<file path="config.mk">
export PLATFORM = sky130hd
export DESIGN_NAME = fifo_ctrl
export DESIGN_NICKNAME = d
export VERILOG_FILES = /design/src/rtl/fifo_ctrl.sv
export SDC_FILE = /design/constraint.sdc
export NUM_CORES = 1
export LEC_CHECK = 0
export BUFFER_PORTS_ARGS = -buffer_cell sky130_fd_sc_hd__buf_2
export CAP_MARGIN = 10
export CORE_MARGIN = 1
export CORE_UTILIZATION = 40
export DETAILED_ROUTE_END_ITERATION = 7
export PLACE_DENSITY = 0.62
export SETUP_SLACK_MARGIN = 0.5
export SYNTH_ARGS = -nofsm -noshare
export SYNTH_HDL_FRONTEND = slang
export SYNTH_SLANG_ARGS = --single-unit
</file>
<file path="constraint.sdc">
create_clock -name clk_in -period 2.65 [get_ports clk_in]
set_input_delay 0.53 -clock clk_in [delete_from_list [all_inputs] [get_ports clk_in]]
set_output_delay 0.53 -clock clk_in [all_outputs]
set_load 0.01 [all_outputs]
</file>
<file path="src/rtl/fifo_ctrl.sv">
// fifo_ctrl: pointer and flag controller for an external FIFO storage array.
// It turns valid/ready push and pop handshakes into array enables and indices.
// It also tracks occupancy and decodes the full, empty and threshold flags.
// Optional feature macro: FIFO_CTRL_WATERMARK_EN adds the high_water and
// overflow_err outputs.
module fifo_ctrl #(
  parameter int OSTD_NUM        = 8,
  parameter int THRESHOLD_VALUE = OSTD_NUM / 2,
  parameter int PTR_SIZE        = (OSTD_NUM > 1) ? $clog2(OSTD_NUM) : 1,
  parameter int CNT_SIZE        = $clog2(OSTD_NUM + 1)
) (
  input  logic                clk_in,
  input  logic                areset_b,
  input  logic                push_valid,
  output logic                push_ready,
  output logic                pop_valid,
  input  logic                pop_ready,
  input  logic                flush,
  output logic                fifo_wenable,
  output logic                fifo_renable,
  output logic [PTR_SIZE-1:0] write_ptr,
  output logic [PTR_SIZE-1:0] read_ptr,
  output logic [CNT_SIZE-1:0] occupancy,
  output logic                full,
  output logic                empty,
  output logic                below_thresh
`ifdef FIFO_CTRL_WATERMARK_EN
  ,
  output logic [CNT_SIZE-1:0] high_water,
  output logic                overflow_err
`endif
);

  typedef enum logic [1:0] {
    ST_EMPTY,
    ST_PARTIAL,
    ST_FULL
  } state_t;

  localparam logic [CNT_SIZE-1:0] OCC_MAX    = CNT_SIZE'(OSTD_NUM);
  localparam logic [CNT_SIZE-1:0] OCC_LAST   = CNT_SIZE'(OSTD_NUM - 1);
  localparam logic [CNT_SIZE-1:0] OCC_ONE    = CNT_SIZE'(1);
  localparam logic [CNT_SIZE-1:0] OCC_THRESH = CNT_SIZE'(THRESHOLD_VALUE);
  localparam logic [PTR_SIZE-1:0] PTR_LAST   = PTR_SIZE'(OSTD_NUM - 1);

  state_t              state;
  state_t              state_next;
  logic                push_fire;
  logic                pop_fire;
  logic [CNT_SIZE-1:0] occ_next;

  // The depth need not be a power of two, so wrap on an explicit compare.
  function automatic logic [PTR_SIZE-1:0] ptr_inc(input logic [PTR_SIZE-1:0] ptr);
    return (ptr == PTR_LAST) ? '0 : ptr + PTR_SIZE'(1);
  endfunction

  // The flags come only from registered occupancy, so no handshake input reaches them.
  assign full         = (occupancy == OCC_MAX);
  assign empty        = (occupancy == '0);
  assign below_thresh = (occupancy < OCC_THRESH);

  // Handshake decode. Flush masks both sides, and the read enable tracks non-empty.
  always_comb begin
    push_ready   = ~full & ~flush;
    pop_valid    = ~empty & ~flush;
    push_fire    = push_valid & push_ready;
    pop_fire     = pop_valid & pop_ready;
    fifo_wenable = push_fire;
    fifo_renable = ~empty;
  end

  // Next occupancy. A simultaneous push and pop cancel, and flush clears the count.
  always_comb begin
    occ_next = occupancy;
    if (flush) begin
      occ_next = '0;
    end else begin
      case ({push_fire, pop_fire})
        2'b10:   occ_next = occupancy + OCC_ONE;
        2'b01:   occ_next = occupancy - OCC_ONE;
        default: occ_next = occupancy;
      endcase
    end
  end

  // Next-state logic for the EMPTY / PARTIAL / FULL occupancy classes.
  always_comb begin
    state_next = state;
    if (flush) begin
      state_next = ST_EMPTY;
    end else begin
      case (state)
        ST_EMPTY:   if (push_fire) state_next = ST_PARTIAL;
        ST_PARTIAL: begin
          if (push_fire && !pop_fire && occupancy == OCC_LAST)
            state_next = ST_FULL;
          else if (pop_fire && !push_fire && occupancy == OCC_ONE)
            state_next = ST_EMPTY;
        end
        ST_FULL:    if (pop_fire) state_next = ST_PARTIAL;
        default:    state_next = ST_EMPTY;
      endcase
    end
  end

  // State register. It is kept in step with the occupancy counter.
  always_ff @(posedge clk_in or negedge areset_b) begin
    if (!areset_b) state <= ST_EMPTY;
    else           state <= state_next;
  end

  // Pointer and occupancy registers. Flush returns everything to the origin.
  always_ff @(posedge clk_in or negedge areset_b) begin
    if (!areset_b) begin
      write_ptr <= '0;
      read_ptr  <= '0;
      occupancy <= '0;
    end else if (flush) begin
      write_ptr <= '0;
      read_ptr  <= '0;
      occupancy <= '0;
    end else begin
      if (push_fire) write_ptr <= ptr_inc(write_ptr);
      if (pop_fire)  read_ptr  <= ptr_inc(read_ptr);
      occupancy <= occ_next;
    end
  end

`ifdef FIFO_CTRL_WATERMARK_EN
  // Peak occupancy plus a sticky push-while-full error. Both clear on flush.
  always_ff @(posedge clk_in or negedge areset_b) begin
    if (!areset_b) begin
      high_water   <= '0;
      overflow_err <= 1'b0;
    end else if (flush) begin
      high_water   <= '0;
      overflow_err <= 1'b0;
    end else begin
      if (occ_next > high_water) high_water <= occ_next;
      if (push_valid && full)    overflow_err <= 1'b1;
    end
  end
`endif

  a_occ_bound: assert property (@(posedge clk_in) disable iff (!areset_b)
    occupancy <= OCC_MAX);
  a_no_write_full: assert property (@(posedge clk_in) disable iff (!areset_b)
    !(fifo_wenable && full));
  a_no_pop_empty: assert property (@(posedge clk_in) disable iff (!areset_b)
    !(pop_fire && empty));
  a_state_match: assert property (@(posedge clk_in) disable iff (!areset_b)
    ((state == ST_EMPTY) == empty) && ((state == ST_FULL) == full));

endmodule

</file>
==> results.ini <==
[clock_tree]
cts_tree=built
ctsHoldBuffers=0
cts_root_buffer=clkbuf_4
clk_pin_slew_ns=0.07
cts_max_level=1
clkLatencyLatePin_ns=0.26
cts.path.max_buffers=2
cts_num_sinks=10
cts_made_buffers=3

[pwr]
p_clk_share_pct=14.2
power_switching_mw=0.3888
power.share.switching_pct=40.43
combPwrFrac_pct=58.5
p_leak_nw=0.4792
power_mw=0.9617
cell_internal_pwr_mw=0.5729
power_frac_seq_pct=27.3
vdd_drop_max_mv=0.5985
powerDensity_nw_per_um2=1051

[critical_path]
path_class=reg2reg
required_ns=2.79
startpoint_type=flop
r2r_slack_ns=0.49
critPathMaxFanout=4
crit_arrival_ns=2.30
end_kind=flop

[synthesis]
yosys_warnings=0
yosysSeqAreaShare_pct=37.11
netlist_top_cells_area=dfrtp_1 37%, ha_1 11%, a22o_1 3.9%
synth_commonest_cells=10 x dfrtp_1, 6 x ha_1, 6 x nand2_1
synth_xor_area_share_pct=1.299
synth_fa_ha_area_share_pct=14.10
muxShareOfSynthArea_pct=3.340
yosys.area.top_type=dfrtp_1
yosys.area_share.simple_pct=29.31
synth_top_area_share_pct=37.11
synth_seq_cells=10
synth_edf_count=0
synth_nets=75
synthDistinctLibCells=28
ys.flop_type=dfrtp_1
syn_avg_cell_area_um2=10.70
synth-compound-area-share_pct=10.58
synth_top_family_by_area=simple AND/OR/NAND/NOR gates
synth_cells=63
synth_most_common_cell=dfrtp_1
async_flop_share_pct=100.0
synthesis.area_um2=674.4

[drt]
routed_wl_mm=1.494
ant_nets=0
drtPass1Iterations=3
drc=0
drtIter0Drc=8
via_per_inst=5.227
post_drt_wl_per_cell_um=13.58
dr_total_vias=575

[place]
hpwlAfterDp_mm=1.048
gp_congestion=0.8032
portBuffers=21
dp.cells=99

[floorplan]
ioPinCount=22
die_x_um=43.06
coreArea_um2=1541
die-area_um2=1854
std_cell_rows=14
die_h_um=43.06
start_util_pct=43.75

[grt]
antenna_found_initial=0
grt_usage_pct=17.74
grt_max_degree=13
gr-total-overflow=0
grt_pass1_wl_mm=2.477
grt_pass1_vias=540

[sta]
min_period_ns=2.162
setup_viol=0
worst_pin_slew_ns=0.3061
grt_setup_unrepaired=yes
slew_headroom_pct=79.51
fin_setup_tns_ns=0
finalHoldViolations=0
drv_slew=0
fin_worst_skew_ns=0.001487
max_clock_freq_ghz=0.4626
timing.final.crit_share_pct=81.57

[finish]
layout.nets=107
nFillCells=161
area_growth_pct=35.62
final_core_util_pct=59.33
drive_above_1_share_pct=55.32
antenna_cells=0
final_cell_count_no_fill=110

[outcome]
status=complete, no violations

[run]
max_cap_violations=0

[hold_path]
hold_path.class=in2async

cells by family (layout without fill, tap and decap cells):
group / after synthesis / in the layout
and+or+nand+nor: 29 / 29
AOI/OAI and AO/OA: 11 / 11
DFF: 10 / 10
adders and majority gates: 7 / 7
buffers and inverters: 3 / 34
muxes: 2 / 2
xor gates and xnor gates: 1 / 1
routing by layer:
layer | track usage, % | part of all wire [%]
met1 | 25.47 | 48
met2 | 26.67 | 48
met3 | 3.830 | 2.5
met4 | 5.455 | 0.94
met5 | 0 | 0
path summary, 6_finish.rpt:
kind / from / end / cells past startpoint
worst min register to register: read_ptr[0] / read_ptr[0] / 1
min in group clk_in: read_ptr[0] / read_ptr[0] / 1
worst min-delay path: areset_b / write_ptr[0] / 1
worst max register to register: occupancy[0] / occupancy[3] / 9
max in group asynchronous: areset_b / occupancy[1] / 1
worst max-delay path: occupancy[0] / occupancy[3] / 9
cell usage in the layout, fill, tap and decap left out, drive strengths merged, types with 2 or more instances in the layout:
cell	netlist	final
nand2b	4	4
mux2	2	2
clkbuf	0	4
and2	2	2
nor2	6	6
a22o	3	3
ha	6	6
dfrtp	10	10
nand3	2	2
buf	2	29
o21ai	4	4
a21oi	2	2
nand2	7	7
critical path, stage by stage, from the launching register on:
cell and delay (ns):
dfrtp_2 0.44, or4_4 0.58, nand2_4 0.10, nor2_4 0.05
ha_4 0.27, a21oi_4 0.12, nand2_2 0.08, nor3_2 0.17
nand4bb_1 0.14, o211ai_1 0.08
final cells by class:
class | count | area (um2) | area share [%]
clock buffer | 4 | 36.28 | 3.967
inverter | 1 | 3.754 | 0.4104
sequential | 10 | 254.0 | 27.77
tap | 16 | 20.02 | 2.189
multi-input combinational | 50 | 431.7 | 47.20
timing repair buffer | 29 | 168.9 | 18.47
power groups by stage:
stage	clock network, mW	registers, mW	logic [mW]
2_1_floorplan	0	0.298	0.279
3_3_place_gp	0	0.290	0.431
3_5_place_dp	0	0.290	0.434
4_1_cts	0.140	0.261	0.512
5_1_grt	0.150	0.269	0.620
6_report	0.137	0.263	0.562
state kept, by name, summed over array words and instances, names as in the netlist:
name / cells
occupancy: 4
read_ptr: 3
write_ptr: 3
per-stage QoR:
stage	hold WS [ns]	worst slack, ns	instance area (um2)
6_report	0.1130	0.4884	914.6
5_1_grt	0.1115	0.4001	914.6
3_5_place_dp	0.4005	0.4366	808.3
3_3_place_gp	0.4014	0.4583	808.3
4_1_cts	0.1141	0.5191	882.1
2_1_floorplan	0.2344	0.4555	700.7
repair_timing:
action                                  CTS  global route
endpoints found under the setup margin    1             2
gates resized for setup                   0             5
pin swaps                                 1             9
buffers inserted                          5             2
Power figures use the tool's default switching activity.
